==> config.mk <==
export PLATFORM = sky130hd
export DESIGN_NAME = drive_ctrl
export DESIGN_NICKNAME = d
export VERILOG_FILES = /design/src/rtl/drive_pkg.sv /design/src/rtl/drive_ctrl_sync2.sv /design/src/rtl/drive_ctrl.sv
export SDC_FILE = /design/constraint.sdc
export NUM_CORES = 1
export LEC_CHECK = 0
export ABC_AREA = 1
export CORE_MARGIN = 8
export CORE_UTILIZATION = 35
export DETAILED_ROUTE_END_ITERATION = 10
export SYNTH_ARGS = -nofsm -noshare
export SYNTH_HDL_FRONTEND = slang
export SYNTH_SLANG_ARGS = --single-unit
==> constraint.sdc <==
create_clock -name clk -period 3.4 [get_ports clk]
set_input_delay 0.68 -clock clk [delete_from_list [all_inputs] [get_ports clk]]
set_output_delay 0.68 -clock clk [all_outputs]
set_load 0.02 [all_outputs]
==> src/rtl/drive_pkg.sv <==
// Shared types and default constants for the bridge-drive sequencer.
package drive_pkg;

    localparam int unsigned CLK_MHZ_DEF    = 100;
    localparam int unsigned DT_MAX_DEF     = 63;
    localparam int unsigned START_CYC_DEF  = 200;
    localparam int unsigned FB_TIMEOUT_DEF = 1000;

    typedef enum logic [2:0] {
        ST_IDLE  = 3'd0,
        ST_START = 3'd1,
        ST_RUN   = 3'd2,
        ST_STOP  = 3'd3,
        ST_FAULT = 3'd4
    } state_e;

endpackage

==> src/rtl/drive_ctrl_sync2.sv <==
// Two-flop synchronizer with synchronous active-high reset.
module sync2 (
    input  logic clk,
    input  logic rst,
    input  logic d,
    output logic q
);

    logic meta_q;
    logic meta_d;
    logic sync_q;
    logic sync_d;

    always_comb begin
        meta_d = d;
        sync_d = meta_q;
    end

    always_ff @(posedge clk) begin
        if (rst) begin
            meta_q <= 1'b0;
            sync_q <= 1'b0;
        end else begin
            meta_q <= meta_d;
            sync_q <= sync_d;
        end
    end

    assign q = sync_q;

endmodule

==> src/rtl/drive_ctrl.sv <==
// Feedback-locked H-bridge burst sequencer with dead time and over-current cutoff.
// OCD_LATCH_EN: when defined, FAULT is left only through rst.
module drive_ctrl
    import drive_pkg::*;
#(
    parameter int unsigned DT_MAX     = DT_MAX_DEF,
    parameter int unsigned START_CYC  = START_CYC_DEF,
    parameter int unsigned FB_TIMEOUT = FB_TIMEOUT_DEF
) (
    input  logic                        clk,
    input  logic                        rst,
    input  logic                        int_in,
    input  logic                        fb_in,
    input  logic                        ocd_in,
    input  logic [$clog2(DT_MAX+1)-1:0] dt_par,
    output logic                        gate_a,
    output logic                        gate_b,
    output logic                        active,
    output logic                        fault
);

    localparam int unsigned DT_W    = $clog2(DT_MAX + 1);
    localparam int unsigned START_W = $clog2(START_CYC) + 1;
    localparam int unsigned TO_W    = $clog2(FB_TIMEOUT) + 1;

    logic fb_s;
    logic ocd_s;
    logic fb_edge;
    logic int_rise;

    state_e             state_q,     state_d;
    logic               fb_d_q,      fb_d_d;
    logic               int_prev_q,  int_prev_d;
    logic               gate_a_q,    gate_a_d;
    logic               gate_b_q,    gate_b_d;
    logic               active_q,    active_d;
    logic               fault_q,     fault_d;
    logic               dt_busy_q,   dt_busy_d;
    logic               dt_tgt_q,    dt_tgt_d;
    logic [DT_W-1:0]    dt_cnt_q,    dt_cnt_d;
    logic [START_W-1:0] start_cnt_q, start_cnt_d;
    logic [TO_W-1:0]    to_cnt_q,    to_cnt_d;

    logic commutate;
    logic dt_step;
    logic fb_timeout;
    logic start_expired;

    sync2 u_sync_fb (
        .clk (clk),
        .rst (rst),
        .d   (fb_in),
        .q   (fb_s)
    );

    sync2 u_sync_ocd (
        .clk (clk),
        .rst (rst),
        .d   (ocd_in),
        .q   (ocd_s)
    );

    assign fb_edge       = fb_s ^ fb_d_q;
    assign int_rise      = int_in & ~int_prev_q;
    assign fb_timeout    = (to_cnt_q == TO_W'(FB_TIMEOUT - 1));
    assign start_expired = (start_cnt_q == START_W'(START_CYC - 1));

    // Next-state, counters and gate drive
    always_comb begin
        state_d     = state_q;
        fb_d_d      = fb_s;
        int_prev_d  = int_in;
        gate_a_d    = gate_a_q;
        gate_b_d    = gate_b_q;
        dt_busy_d   = dt_busy_q;
        dt_tgt_d    = dt_tgt_q;
        dt_cnt_d    = dt_cnt_q;
        start_cnt_d = start_cnt_q;
        to_cnt_d    = to_cnt_q;
        commutate   = 1'b0;
        dt_step     = 1'b0;

        case (state_q)
            ST_IDLE: begin
                if (int_rise) begin
                    state_d     = ST_START;
                    gate_a_d    = 1'b1;
                    gate_b_d    = 1'b0;
                    start_cnt_d = '0;
                end
            end
            ST_START: begin
                if (ocd_s) begin
                    state_d = ST_FAULT;
                end else if (!int_in) begin
                    state_d = ST_IDLE;
                end else if (fb_edge) begin
                    state_d   = ST_RUN;
                    commutate = 1'b1;
                    to_cnt_d  = '0;
                end else if (start_expired) begin
                    state_d = ST_IDLE;
                end else if (start_cnt_q != '1) begin
                    start_cnt_d = start_cnt_q + START_W'(1);
                end
            end
            ST_RUN: begin
                if (ocd_s) begin
                    state_d = ST_FAULT;
                end else begin
                    dt_step = 1'b1;
                    if (fb_edge) begin
                        commutate = 1'b1;
                        to_cnt_d  = '0;
                    end else if (fb_timeout) begin
                        state_d = ST_IDLE;
                    end else if (to_cnt_q != '1) begin
                        to_cnt_d = to_cnt_q + TO_W'(1);
                    end
                    // Window closed: hold the present gate and wait for a zero crossing
                    if (!int_in && (fb_edge || !fb_timeout)) begin
                        state_d = ST_STOP;
                    end
                end
            end
            ST_STOP: begin
                if (ocd_s) begin
                    state_d = ST_FAULT;
                end else if (fb_edge || fb_timeout) begin
                    state_d = ST_IDLE;
                end else begin
                    dt_step = 1'b1;
                    if (to_cnt_q != '1) begin
                        to_cnt_d = to_cnt_q + TO_W'(1);
                    end
                end
            end
            ST_FAULT: begin
`ifdef OCD_LATCH_EN
                state_d = ST_FAULT;
`else
                if (!int_in && !ocd_s) begin
                    state_d = ST_IDLE;
                end
`endif
            end
            default: begin
                state_d = ST_IDLE;
            end
        endcase

        // Pending dead time elapses into the target gate
        if (dt_step && dt_busy_q) begin
            if (dt_cnt_q <= DT_W'(1)) begin
                dt_busy_d = 1'b0;
                gate_a_d  = dt_tgt_q;
                gate_b_d  = ~dt_tgt_q;
            end else begin
                dt_cnt_d = dt_cnt_q - DT_W'(1);
            end
        end

        // A fresh feedback edge restarts the dead time toward the new polarity
        if (commutate) begin
            if (dt_par == '0) begin
                dt_busy_d = 1'b0;
                gate_a_d  = fb_s;
                gate_b_d  = ~fb_s;
            end else begin
                dt_busy_d = 1'b1;
                dt_cnt_d  = dt_par;
                dt_tgt_d  = fb_s;
                gate_a_d  = 1'b0;
                gate_b_d  = 1'b0;
            end
        end

        if (state_d == ST_IDLE || state_d == ST_FAULT) begin
            gate_a_d  = 1'b0;
            gate_b_d  = 1'b0;
            dt_busy_d = 1'b0;
        end

        active_d = (state_d == ST_START) || (state_d == ST_RUN) || (state_d == ST_STOP);
        fault_d  = (state_d == ST_FAULT);
    end

    always_ff @(posedge clk) begin
        if (rst) begin
            state_q     <= ST_IDLE;
            fb_d_q      <= 1'b0;
            int_prev_q  <= 1'b0;
            gate_a_q    <= 1'b0;
            gate_b_q    <= 1'b0;
            active_q    <= 1'b0;
            fault_q     <= 1'b0;
            dt_busy_q   <= 1'b0;
            dt_tgt_q    <= 1'b0;
            dt_cnt_q    <= '0;
            start_cnt_q <= '0;
            to_cnt_q    <= '0;
        end else begin
            state_q     <= state_d;
            fb_d_q      <= fb_d_d;
            int_prev_q  <= int_prev_d;
            gate_a_q    <= gate_a_d;
            gate_b_q    <= gate_b_d;
            active_q    <= active_d;
            fault_q     <= fault_d;
            dt_busy_q   <= dt_busy_d;
            dt_tgt_q    <= dt_tgt_d;
            dt_cnt_q    <= dt_cnt_d;
            start_cnt_q <= start_cnt_d;
            to_cnt_q    <= to_cnt_d;
        end
    end

    assign gate_a = gate_a_q;
    assign gate_b = gate_b_q;
    assign active = active_q;
    assign fault  = fault_q;

endmodule
==> results <==
- The run finished with clean final reports.
- The number of gates resized after cts is 0.
- The tightest min-delay check is of the register to register type.
- Setup violations remaining at the end of the flow were counted as 0.
- The antenna diode count is 0.
- Based on the critical path, the design can be clocked at up to 0.472 GHz.
- The number of top-level pins is 15.
- Adding up every negative setup slack in the final design gives 0 ps.
- After global routing the overflow that remains totals 0.
- The DRC marker count from the first detailed-route iteration is 79.
- The detailed-route via count is around 2,000.
- The number of storage elements in the synthesis netlist is 41.
- The count of buffers added on input and output ports is 14.
- After layout, the minimum clock period comes to 2120 ps.
- The remaining max-slew budget at the tightest pin is 56.4%.
- In this run the worst path has a maximum fanout of 8.
- In this run the power density over the cells is roughly 420 nW/µm².
- The fraction of layout instances using a drive strength above 1 is 11.3%.
- The per-cell via count in the routed design is 4.87.
- The cell count after synthesis came out at 308.
- CTS placed an instance of clkbuf_8 at the clock tree root.
- The number of hold buffers added after CTS was 0.
- The pin count of the biggest net entering global routing is 16.
- The floorplan step set the die height to 94.9 µm.
- Once the floorplan was initialized, standard cells occupied 36.6% of the core.
- The number of CTS-inserted buffers is 5.
- Traced cell by cell, the critical path runs through clkdlybuf4s50_1 -> inv_1 -> or2_1 -> o21ai_2 -> nand2_4 -> nor2_4 -> nand2_1 -> nand2_1 -> a21boi_2.
- The clock latency at the later pin of the worst-skew pair is 290 ps.
- The average size of a mapped cell is 7.07 µm².
- The Yosys warning count is 0.
- After legalization and detailed placement, the total HPWL measured 3550 µm.
- The number of antenna violations at the first check in global routing came to 0.
- The die outline area is 9000 µm².
- The first detailed-routing pass ran for 4 iterations.
- The count of final hold-check violations is 0.
- The global-route total usage across every layer is 11.0%.
- In the layout the commonest cells are nand2_1 (59), nor2_1 (41), dfxtp_1 (41).
- The analysis attributes to cell leakage a power of 0.000958 µW.
- The longest individual stage delay on the worst path is 540 ps.
- The synthesized netlist net count is 324.
- The element type at the critical path start is an input pin.
- In this run the deepest clock path goes through 2 buffers.
- Counting both buffers and inverters, the worst setup path holds a total of 2.
- The max capacitance violation total is 0.
- The number of H-tree levels is 2.
- The count of nets after finishing is around 340.
- In the final routed layout, each cell accounts on average for roughly 11 µm.
- The overall routed net length is 4560 µm.
- The critical path data required time is about 3600 ps.
- Across all hold checks on the routed design, the worst slack comes to 408 ps.
- The count of nets left with antenna violations once routing finished came out at 0.
- The category of the most critical setup path is input pin to register.
- The cell seen most often among critical-path stages is nand2_1.
- The data arrival time of the critical path is ~2300 ps.
- TritonCTS built the clock tree.
- In this run, distinct cell masters in the synthesized netlist total 35.
- The global-route wire length before repair is 8160 µm.
- Once layout is complete, the utilization of the core stands at 42.6%.
- The via count of the first global-routing pass is 1,899.
- Clock skew on the completed layout was measured at 10.5 ps.
- The total design power is approximately 1100 µW.
- The most common cell after layout, fill and taps aside is nand2_1.
- In the finished design, the share of the clock period the worst path needs comes to between 60% and 70%.
- The buffer count from post-CTS setup fixing is 0.
- The netlist area before placement is 2180 µm².
- The measured slew at the worst slew-check pin is 652 ps.
- The cell row count is 28.
- Setup repair after global routing left no endpoint under its margin.
- The number of clock sinks is between 40 and 50.
- The kind of capture point of the worst setup path is a register.
- The final weighted congestion in routability-driven placement is between 0.7 and 0.8.
- The residual DRC count is 0.
- The floorplan step set the die width to approximately 95 µm.
- The maximum VDD drop is ~340 µV.
- The proportion of synthesized chip area in sequential cells is 37.7%.
- The core area is approximately 6000 µm².
- The slowest library cell on the worst path is clkdlybuf4s50_1.
- The clock slew at the register clock pins of the worst setup and hold paths is 90 ps.
- The largest delay contributor family on the critical path is simple AND/OR/NAND/NOR gates.
- The layout overhead on the synthesized area is 16.7%.
- The max-slew violation count is 0.
- Fill cells in the final layout number about 630.
-- cells in the mapped netlist --
| cell | count | area [µm²] |
|---|---|---|
| o21ai_1 | 10 | 50.1 |
| o21ai_4 | 1 | 16.3 |
| buf_2 | 1 | 5.00 |
| nor2_2 | 4 | 25.0 |
| inv_1 | 28 | 105 |
| xor2_1 | 7 | 61.3 |
| nor3_1 | 5 | 25.0 |
| clkbuf_1 | 2 | 7.51 |
| and2_1 | 1 | 6.26 |
| nand4_1 | 10 | 62.6 |
| a21boi_2 | 1 | 11.3 |
| inv_2 | 8 | 30.0 |
| nand3_1 | 31 | 155 |
| dfxtp_1 | 41 | 821 |
| nand2_4 | 1 | 11.3 |
| a21oi_1 | 26 | 130 |
| a21oi_4 | 1 | 16.3 |
| a31oi_1 | 1 | 6.26 |
| nand3_2 | 3 | 30.0 |
| a2111oi_0 | 1 | 8.76 |
| nor2_1 | 41 | 154 |
| nand3b_1 | 3 | 22.5 |
| buf_1 | 1 | 3.75 |
| xnor2_1 | 2 | 17.5 |
| nand2_1 | 59 | 221 |
| or2_1 | 1 | 6.26 |
| a211oi_1 | 1 | 7.51 |
| nand2_2 | 5 | 31.3 |
| o21ai_2 | 1 | 8.76 |
| nor2_4 | 2 | 22.5 |
| and3_1 | 1 | 6.26 |
| ha_1 | 5 | 62.6 |
| o21bai_1 | 1 | 7.51 |
| o21ai_0 | 1 | 5.00 |
| nor3_4 | 1 | 16.3 |
-- per-layer routing --
layer / vias to the layer above / GRT usage, % / part of all wire, %
li1: 1047 / - / -
met1: 880 / 13.1 / 48
met2: 27 / 19.1 / 48
met3: 4 / 2.46 / 3.9
met4: 0 / 3.12 / 0.75
met5: - / 0 / 0
-- cell families after synthesis --
logic type | share of synthesized area (%)
buf+inv | 6.95
simple gates | 36.6
flops | 37.7
fa+ha+maj | 2.87
xor+xnor | 3.62
compound gates | 12.3
-- path summary, 6_finish.rpt --
path / cells past startpoint / start / slack [ps] / to
max: 9 / int_in / 1280 / start_cnt_q[7]$_SDFFE_PP0P_
min: 2 / u_sync_ocd.meta_q$_SDFF_PP0_ / 410 / u_sync_ocd.q$_SDFF_PP0_
max reg2reg: 11 / start_cnt_q[0]$_SDFFE_PP0P_ / 1340 / start_cnt_q[7]$_SDFFE_PP0P_
min reg2reg: 2 / u_sync_ocd.meta_q$_SDFF_PP0_ / 410 / u_sync_ocd.q$_SDFF_PP0_
-- through the flow --
step | cell area (µm²) | worst slack [ps] | instances
floorplan | 2180 | 1500 | 308
global placement | 2400 | 998 | 394
detailed placement | 2400 | 962 | 394
CTS | 2540 | 1290 | 402
global route | 2540 | 1140 | 402
finish | 2540 | 1280 | 402
-- report_power, final --
| part | switching (µW) | internal [µW] |
|---|---|---|
| combinational | 57.5 | 34.1 |
| clock | 176 | 296 |
| sequential | 7.21 | 490 |
-- flip-flops by register name, summed over array words and instances (netlist names), 3 cells and up --
signal / count
dt_cnt_q: 6
start_cnt_q: 9
state_q: 3
to_cnt_q: 11
-- final cells by class --
class                      count  area (µm²)  area share (%)
clock inverter                 3        68.8            2.71
multi-input combinational    227        1200            47.4
clock buffer                   5        68.8            2.71
inverter                      36         135            5.32
tap                           75        93.8            3.69
timing repair buffer          15         148            5.81
sequential                    41         821            32.3
-- worst register-to-register path, stage by stage (launching register included) --
cell	delay, ps
dfxtp_1	360
ha_1	260
nand4_1	130
nor2_1	50
ha_1	170
or2_1	230
o21ai_2	310
nand2_4	150
nor2_4	140
nand2_1	60
nand2_1	70
a21boi_2	40
Note: power is estimated with default switching activity, not from simulation.
